**config.mk**
```make
export PLATFORM = sky130hd
export DESIGN_NAME = serial_adder_ctrl
export DESIGN_NICKNAME = d
export VERILOG_FILES = /design/src/rtl/serial_adder_ctrl.sv
export SDC_FILE = /design/constraint.sdc
export NUM_CORES = 1
export LEC_CHECK = 0
export ABC_AREA = 0
export BUFFER_PORTS_ARGS = -buffer_cell sky130_fd_sc_hd__buf_4
export CAP_MARGIN = 30
export CORE_UTILIZATION = 46
export DETAILED_ROUTE_END_ITERATION = 8
export GPL_TIMING_DRIVEN = 0
export PLACE_DENSITY = 0.68
export SYNTH_ARGS = -nofsm -noshare
export SYNTH_HDL_FRONTEND = slang
export SYNTH_SLANG_ARGS = --single-unit
```
**constraint.sdc**
```tcl
create_clock -name clk -period 3.6 [get_ports clk]
set_input_delay 0.54 -clock clk [delete_from_list [all_inputs] [get_ports clk]]
set_output_delay 0.54 -clock clk [all_outputs]
set_load 0.02 [all_outputs]
```
**src/rtl/serial_adder_ctrl.sv**
```systemverilog
// serial_adder_ctrl: bit-serial add/subtract unit. One full-adder slice is
// time-multiplexed over a WIDTH-bit operand pair, LSB first, one bit per clock.
// Operations arrive on a valid/ready start port; results leave on a
// valid/ready result port and stay held in result registers until the next
// completion.
module serial_adder_ctrl #(
  parameter int unsigned WIDTH = 8
) (
  input  logic             clk,
  input  logic             rst_n,
  input  logic             start_valid,
  output logic             start_ready,
  input  logic [WIDTH-1:0] a,
  input  logic [WIDTH-1:0] b,
  input  logic             sub,
  output logic             busy,
  output logic             result_valid,
  input  logic             result_ready,
  output logic [WIDTH-1:0] sum,
  output logic             carry_out,
  output logic             overflow
);

  localparam int unsigned CNT_W = (WIDTH > 2) ? $clog2(WIDTH) : 1;

  typedef enum logic [1:0] {
    ST_IDLE = 2'd0,
    ST_RUN  = 2'd1,
    ST_DONE = 2'd2
  } state_t;

  state_t             r_state;
  logic [WIDTH-1:0]   r_a_sh;
  logic [WIDTH-1:0]   r_b_sh;
  logic [WIDTH-2:0]   r_s_sh;
  logic               r_carry;
  logic [CNT_W-1:0]   r_cnt;
  logic               r_start_ready;
  logic               r_busy;
  logic               r_result_valid;
  logic [WIDTH-1:0]   r_sum;
  logic               r_carry_out;
  logic               r_overflow;

  logic               w_fa_a;
  logic               w_fa_b;
  logic               w_fa_sum;
  logic               w_fa_carry;
  logic [WIDTH-1:0]   w_s_next;
  logic               w_last_bit;

  // Single full-adder slice fed by the LSBs of the operand shift registers
  assign w_fa_a     = r_a_sh[0];
  assign w_fa_b     = r_b_sh[0];
  assign w_fa_sum   = w_fa_a ^ w_fa_b ^ r_carry;
  assign w_fa_carry = (w_fa_a & w_fa_b) | (w_fa_a & r_carry) | (w_fa_b & r_carry);

  // Partial sum with the new bit shifted into the MSB; on the last bit this is the full result
  assign w_s_next   = {w_fa_sum, r_s_sh};
  assign w_last_bit = (r_cnt == CNT_W'(WIDTH - 1));

  // Control FSM, datapath shift registers and registered outputs
  always_ff @(posedge clk or negedge rst_n) begin
    if (!rst_n) begin
      r_state        <= ST_IDLE;
      r_a_sh         <= '0;
      r_b_sh         <= '0;
      r_s_sh         <= '0;
      r_carry        <= 1'b0;
      r_cnt          <= '0;
      r_start_ready  <= 1'b1;
      r_busy         <= 1'b0;
      r_result_valid <= 1'b0;
      r_sum          <= '0;
      r_carry_out    <= 1'b0;
      r_overflow     <= 1'b0;
    end else begin
      case (r_state)
        ST_IDLE: begin
          if (start_valid && r_start_ready) begin
            // Subtract is A + ~B + 1: invert B and seed the carry with 1
            r_a_sh        <= a;
            r_b_sh        <= sub ? ~b : b;
            r_carry       <= sub;
            r_cnt         <= '0;
            r_state       <= ST_RUN;
            r_start_ready <= 1'b0;
            r_busy        <= 1'b1;
          end
        end
        ST_RUN: begin
          r_a_sh  <= r_a_sh >> 1;
          r_b_sh  <= r_b_sh >> 1;
          r_s_sh  <= w_s_next[WIDTH-1:1];
          r_carry <= w_fa_carry;
          r_cnt   <= r_cnt + CNT_W'(1);
          if (w_last_bit) begin
            // Signed overflow: carry into the MSB differs from carry out of it
            r_sum          <= w_s_next;
            r_carry_out    <= w_fa_carry;
            r_overflow     <= r_carry ^ w_fa_carry;
            r_state        <= ST_DONE;
            r_result_valid <= 1'b1;
          end
        end
        ST_DONE: begin
          if (result_ready) begin
            r_state        <= ST_IDLE;
            r_result_valid <= 1'b0;
            r_busy         <= 1'b0;
            r_start_ready  <= 1'b1;
          end
        end
        default: begin
          r_state        <= ST_IDLE;
          r_result_valid <= 1'b0;
          r_busy         <= 1'b0;
          r_start_ready  <= 1'b1;
        end
      endcase
    end
  end

  assign start_ready  = r_start_ready;
  assign busy         = r_busy;
  assign result_valid = r_result_valid;
  assign sum          = r_sum;
  assign carry_out    = r_carry_out;
  assign overflow     = r_overflow;

endmodule
```
## Word-level counts from Yosys, hierarchy flattened

Index checks and enable logic that the tools add are counted.

| storage, ports and cells | value |
|---|---|
| logic and storage cells | 59 |
| bits in registers | 42 |
| input port bits | 21 |
| output and inout port bits | 13 |

| cells by class | value |
|---|---|
| $add $sub $neg | 1 |
| equality and inequality tests | 6 |
| reductions and logical operators | 8 |
| multiplexer cells | 21 |
| bitwise operators | 11 |

Operators with widths:

| kind | number |
|---|---|
| one-hot mux 8 bit (2 select lines) | 2 |
| 2-to-1 mux 8 bit | 3 |
| one-hot mux 1 bit (3 select lines) | 3 |
| AND reduction 3 bit | 3 |
| NOT 8 bit | 1 |
| 2-to-1 mux 1 bit | 6 |
| 2-to-1 mux 2 bit | 3 |
| inequality test 2 bit, second input constant | 3 |
| one-hot mux 2 bit (3 select lines) | 1 |
| one-hot mux 3 bit (2 select lines) | 1 |
| AND reduction 2 bit | 2 |
| adder 3 x 1 -> 3 bit, second input constant | 1 |
| AND 1 bit | 3 |
| equality test 3 bit, second input constant | 1 |
| 2-to-1 mux 3 bit | 1 |
| bitwise XOR 1 bit | 3 |
| equality test 2 x 1 -> 1 bit, second input constant | 1 |
| equality test 2 bit, second input constant | 1 |
| logical NOT 2 bit | 1 |
| NOT 1 bit | 2 |
| OR 1 bit | 2 |
| one-hot mux 1 bit (2 select lines) | 1 |
| nonzero test 2 bit | 1 |
| logical AND 1 bit | 1 |

## Longest topological paths before layout

| depth | value |
|---|---|
| depth after elaboration | 4 |
| depth in mapped cells | 6 |
| mapped depth without buffers | 5 |

## Least setup slack after synthesis

OpenSTA, ideal clock, no wires.

| path | value |
|---|---|
| path kind | register to register |
| start point | reg r_cnt[0] |
| end point | reg r_carry_out (netlist: carry_out) |
| required time | 3.475 ns |
| buffers on the path | 1 |
| setup time | 0.125 ns |
| arrival | 1.415 ns |
| slack | 2.061 ns |
| stages on the path, launching flop included | 6 |
| period minus slack after synthesis | 1.539 ns |
| cells stage by stage | dfrtp_1 -> ha_1 -> ha_1 -> nand3b_1 -> buf_2 -> mux2_2 |

| on the way | value |
|---|---|
| word-level cells in the longest chain between the ends | 2 |

RTL lines:

| element | RTL line | text |
|---|---|---|
| from (decl) | 37 | `logic [CNT_W-1:0] r_cnt;` |
| from (signal assigned) | 96 | `r_cnt <= r_cnt + CNT_W'(1);` |
| equality test 3 bit | 60 | `assign w_last_bit = (r_cnt == CNT_W'(WIDTH - 1));` |
| AND reduction 2 bit (no source line) | -- |  |
| to (signal assigned) | 100 | `r_carry_out <= w_fa_carry;` |
| to (decl) | 42 | `logic r_carry_out;` |

Every way passes these cells.
A chain may end at the register's enable or synchronous reset.

## Worst setup path in the final report

| path | value |
|---|---|
| start point | reg r_cnt[0] |
| end point | reg r_sum[3] (netlist: sum[3]) |

| on the way | value |
|---|---|
| word-level cells in the longest chain between the ends | 2 |

RTL lines:

| element | RTL line | text |
|---|---|---|
| equality test 3 bit | 60 |  |
| AND reduction 2 bit (no source line) | -- |  |
| to (signal assigned) | 99 | `r_sum <= w_s_next;` |
| to (decl) | 41 | `logic [WIDTH-1:0] r_sum;` |

Every way passes these cells.

==> metrics.txt <==
status=finished clean; share of cells above drive strength 1=0.284; critical path endpoint=sum[3]$_DFFE_PN0P_; die area=between 4000 and 5000 µm²; CP Depth=5; Die W=roughly 65 µm; combined area of the multi-input logic cells=742 µm²; max cap viols=0; TritonCTS clock tree=yes; DR pass1 iterations=6; CP delay by family, top=adder cells; R2R depth=5; Max Transition Viols Final=0; Seq. cell area=1050 µm²; crit path launch=r_cnt[0]$_DFFE_PN0P_; Tot Pwr=~1700 µW; Lkg Pwr=0.00117 µW; final setup violation count=0; Synth Register Bits=42; EDFF count, synth=0; drt wl/cell=14.2 µm; post-route non-filler standard cell count=252; Main synth FF type=dfrtp_1; Synth area leaders=dfrtp_1 55%, o21ai_0 7.6%, mux2i_1 6.5%; post-CTS sizing=0; IO Port Bufs=32; Clock Skews=4.79 ps; r2r endpoint=sum[3]$_DFFE_PN0P_; core area=3770 µm²; Inst Count DP=between 200 and 250; CTS HTree Levels=2; Detail Route Antenna Nets=0; slowest stage cell, crit path=dfrtp_1; number of CTS-inserted buffers=5; final wirelength=3.57 mm; die height=65.5 µm; most used cell along the critical path=ha_1; Buf+Inv Stages, Crit Path=1; CP peak stage delay=390 ps; clk root buf=clkbuf_8; synth warn=0; drt drc=0; Overall Global Routing Usage=0.196; placer's final routability congestion estimate=0.739; worst-margin pin slew=514 ps; Avg Vias per Cell=5.36; Area Overhead vs Synth=22.1%; min Tclk post-route=1710 ps; largest net degree at the start of global routing=43; Synth top area share=0.553; antenna fix cells=0; relative slew slack=0.657; top-count cell post-synth=dfrtp_1; Final Hold Vio Count=0; final worst slack=1890 ps; RSZ-0062 raised after global routing=false; vias=1,351; DP Worst Slack=1880 ps; Syn Inst Count=around 160; clk buf depth=2; Iter 0 DRT Violations=between 50 and 60; vias in the first global route=1,394; global-route wire length before repair=6.30 mm; CP cell instances=ha_1, ha_1, nand3b_1, buf_2, mux2_2; initial antenna violation count=0; worst min path class=primary input to asynchronous set/reset pin; CP Capture Type=flop; Reg2Reg Launch Point=r_cnt[0]$_DFFE_PN0P_; Worst-path clk slew=80 ps; Post-synth top cells=41 x dfrtp_1, 28 x o21ai_0, 26 x nand2_1, 12 x mux2i_1, 10 x mux2_2; worst-skew pair later-pin latency=290 ps; register-to-register setup slack=1890 ps; CTS Hold Bufs=0; mean post-synth cell area=11.3 µm²; net count after synthesis=around 190; clock sink count=42; Setup Buffers After CTS=0; cell taking the most area after synthesis=dfrtp_1; Post-Syn Area=1850 µm²; fillcell total=315; CP arrival=1890 ps; Data required, critical path=3780 ps; VDD IR max=278 µV; Async SR Flop Fraction=1.00; Rows=22; Layout Nets=227; setup TNS=0 ps; crit path max fanout=10; Seq/Total Area, Yosys=0.567; Starting Density=0.492; WS Path Type=flop to flop; grt ovf=0; Ports=34; Netlist cell types=25; Startpoint Class=flop; f_max=585 MHz; hpwl dp=2.59 mm; Power Density=754 nW/µm²; Final period util=0.475
power breakdown:
| part | internal [µW] | switching [µW] | leakage (µW) |
|---|---|---|---|
| logic | 275 | 299 | 0.000575 |
| registers | 656 | 113 | 0.000536 |
| clock network | 204 | 161 | 0.0000579 |
| total | 1130 | 573 | 0.00117 |
through the flow:
| stage | area, µm² | hold slack (ps) | utilization |
|---|---|---|---|
| 2_1_floorplan | 1850 | 244 | - |
| 3_3_place_gp | 2150 | 457 | 0.571 |
| 3_5_place_dp | 2150 | 477 | 0.571 |
| 4_1_cts | 2260 | 232 | 0.600 |
| 5_1_grt | 2260 | 245 | 0.600 |
| 6_report | 2260 | 211 | 0.600 |
layer usage:
metal  global-route usage  part of all wire  wire [µm]  up-vias
li1                     -                 -          -      644
met1                0.236              0.43       1520      662
met2                0.338              0.50       1800       36
met3               0.0521             0.050        180        9
met4               0.0652             0.018         65        0
met5                    0                 0          0        -
area by class of cell:
class | count | share of cell area
Inverter | 3 | 0.00498
Timing Repair Buffer | 32 | 0.106
Buffer | 10 | 0.0216
Clock buffer | 5 | 0.0304
Multi-Input combinational cell | 109 | 0.328
Sequential cell | 42 | 0.465
Clock inverter | 3 | 0.0177
Tap cell | 48 | 0.0265
placed cells by master, fill, tap and decap left out, types with 2 or more instances in the layout:
cell type / n
ha_1: 2
nor2_1: 4
inv_1: 3
o21ai_0: 28
clkbuf_1: 3
buf_2: 6
a22o_1: 4
a21oi_1: 3
mux2i_1: 12
buf_4: 33
clkbuf_8: 5
a221o_1: 3
clkinv_2: 2
nand2_1: 26
xnor2_1: 4
xor2_1: 5
mux2_2: 10
dfrtp_1: 41
registers in the layout, indices dropped and copies added (netlist names):
signal	flops
r_a_sh	8
r_s_sh	7
result_valid	1
r_state	2
r_b_sh	8
carry_out	1
busy	1
r_cnt	3
start_ready	1
sum	8
r_carry	1
overflow	1
worst min path at each step:
stage / slack, ps / endpoint / depth (start not counted)
6_report: 210 / r_a_sh[1]$_DFFE_PN0P_ / 1
5_1_grt: 250 / overflow$_DFFE_PN0P_ / 1
4_1_cts: 230 / r_a_sh[2]$_DFFE_PN0P_ / 1
3_5_place_dp: 480 / r_s_sh[0]$_DFFE_PN0N_ / 2
3_3_place_gp: 460 / r_s_sh[0]$_DFFE_PN0N_ / 2
2_1_floorplan: 240 / busy$_DFFE_PN0P_ / 0
kinds of logic after synthesis:
logic type               count (synthesis)  synth area share
AO/OA/AOI/OAI                           40             0.127
XOR/XNOR                                 9            0.0425
adder cells (fa/ha/maj)                  3            0.0243
buffers and inverters                   13            0.0324
flip-flops                              42             0.567
multiplexers                            22             0.126
AND/OR/NAND/NOR                         35            0.0810
No activity file was read; power rests on OpenSTA's default activity.
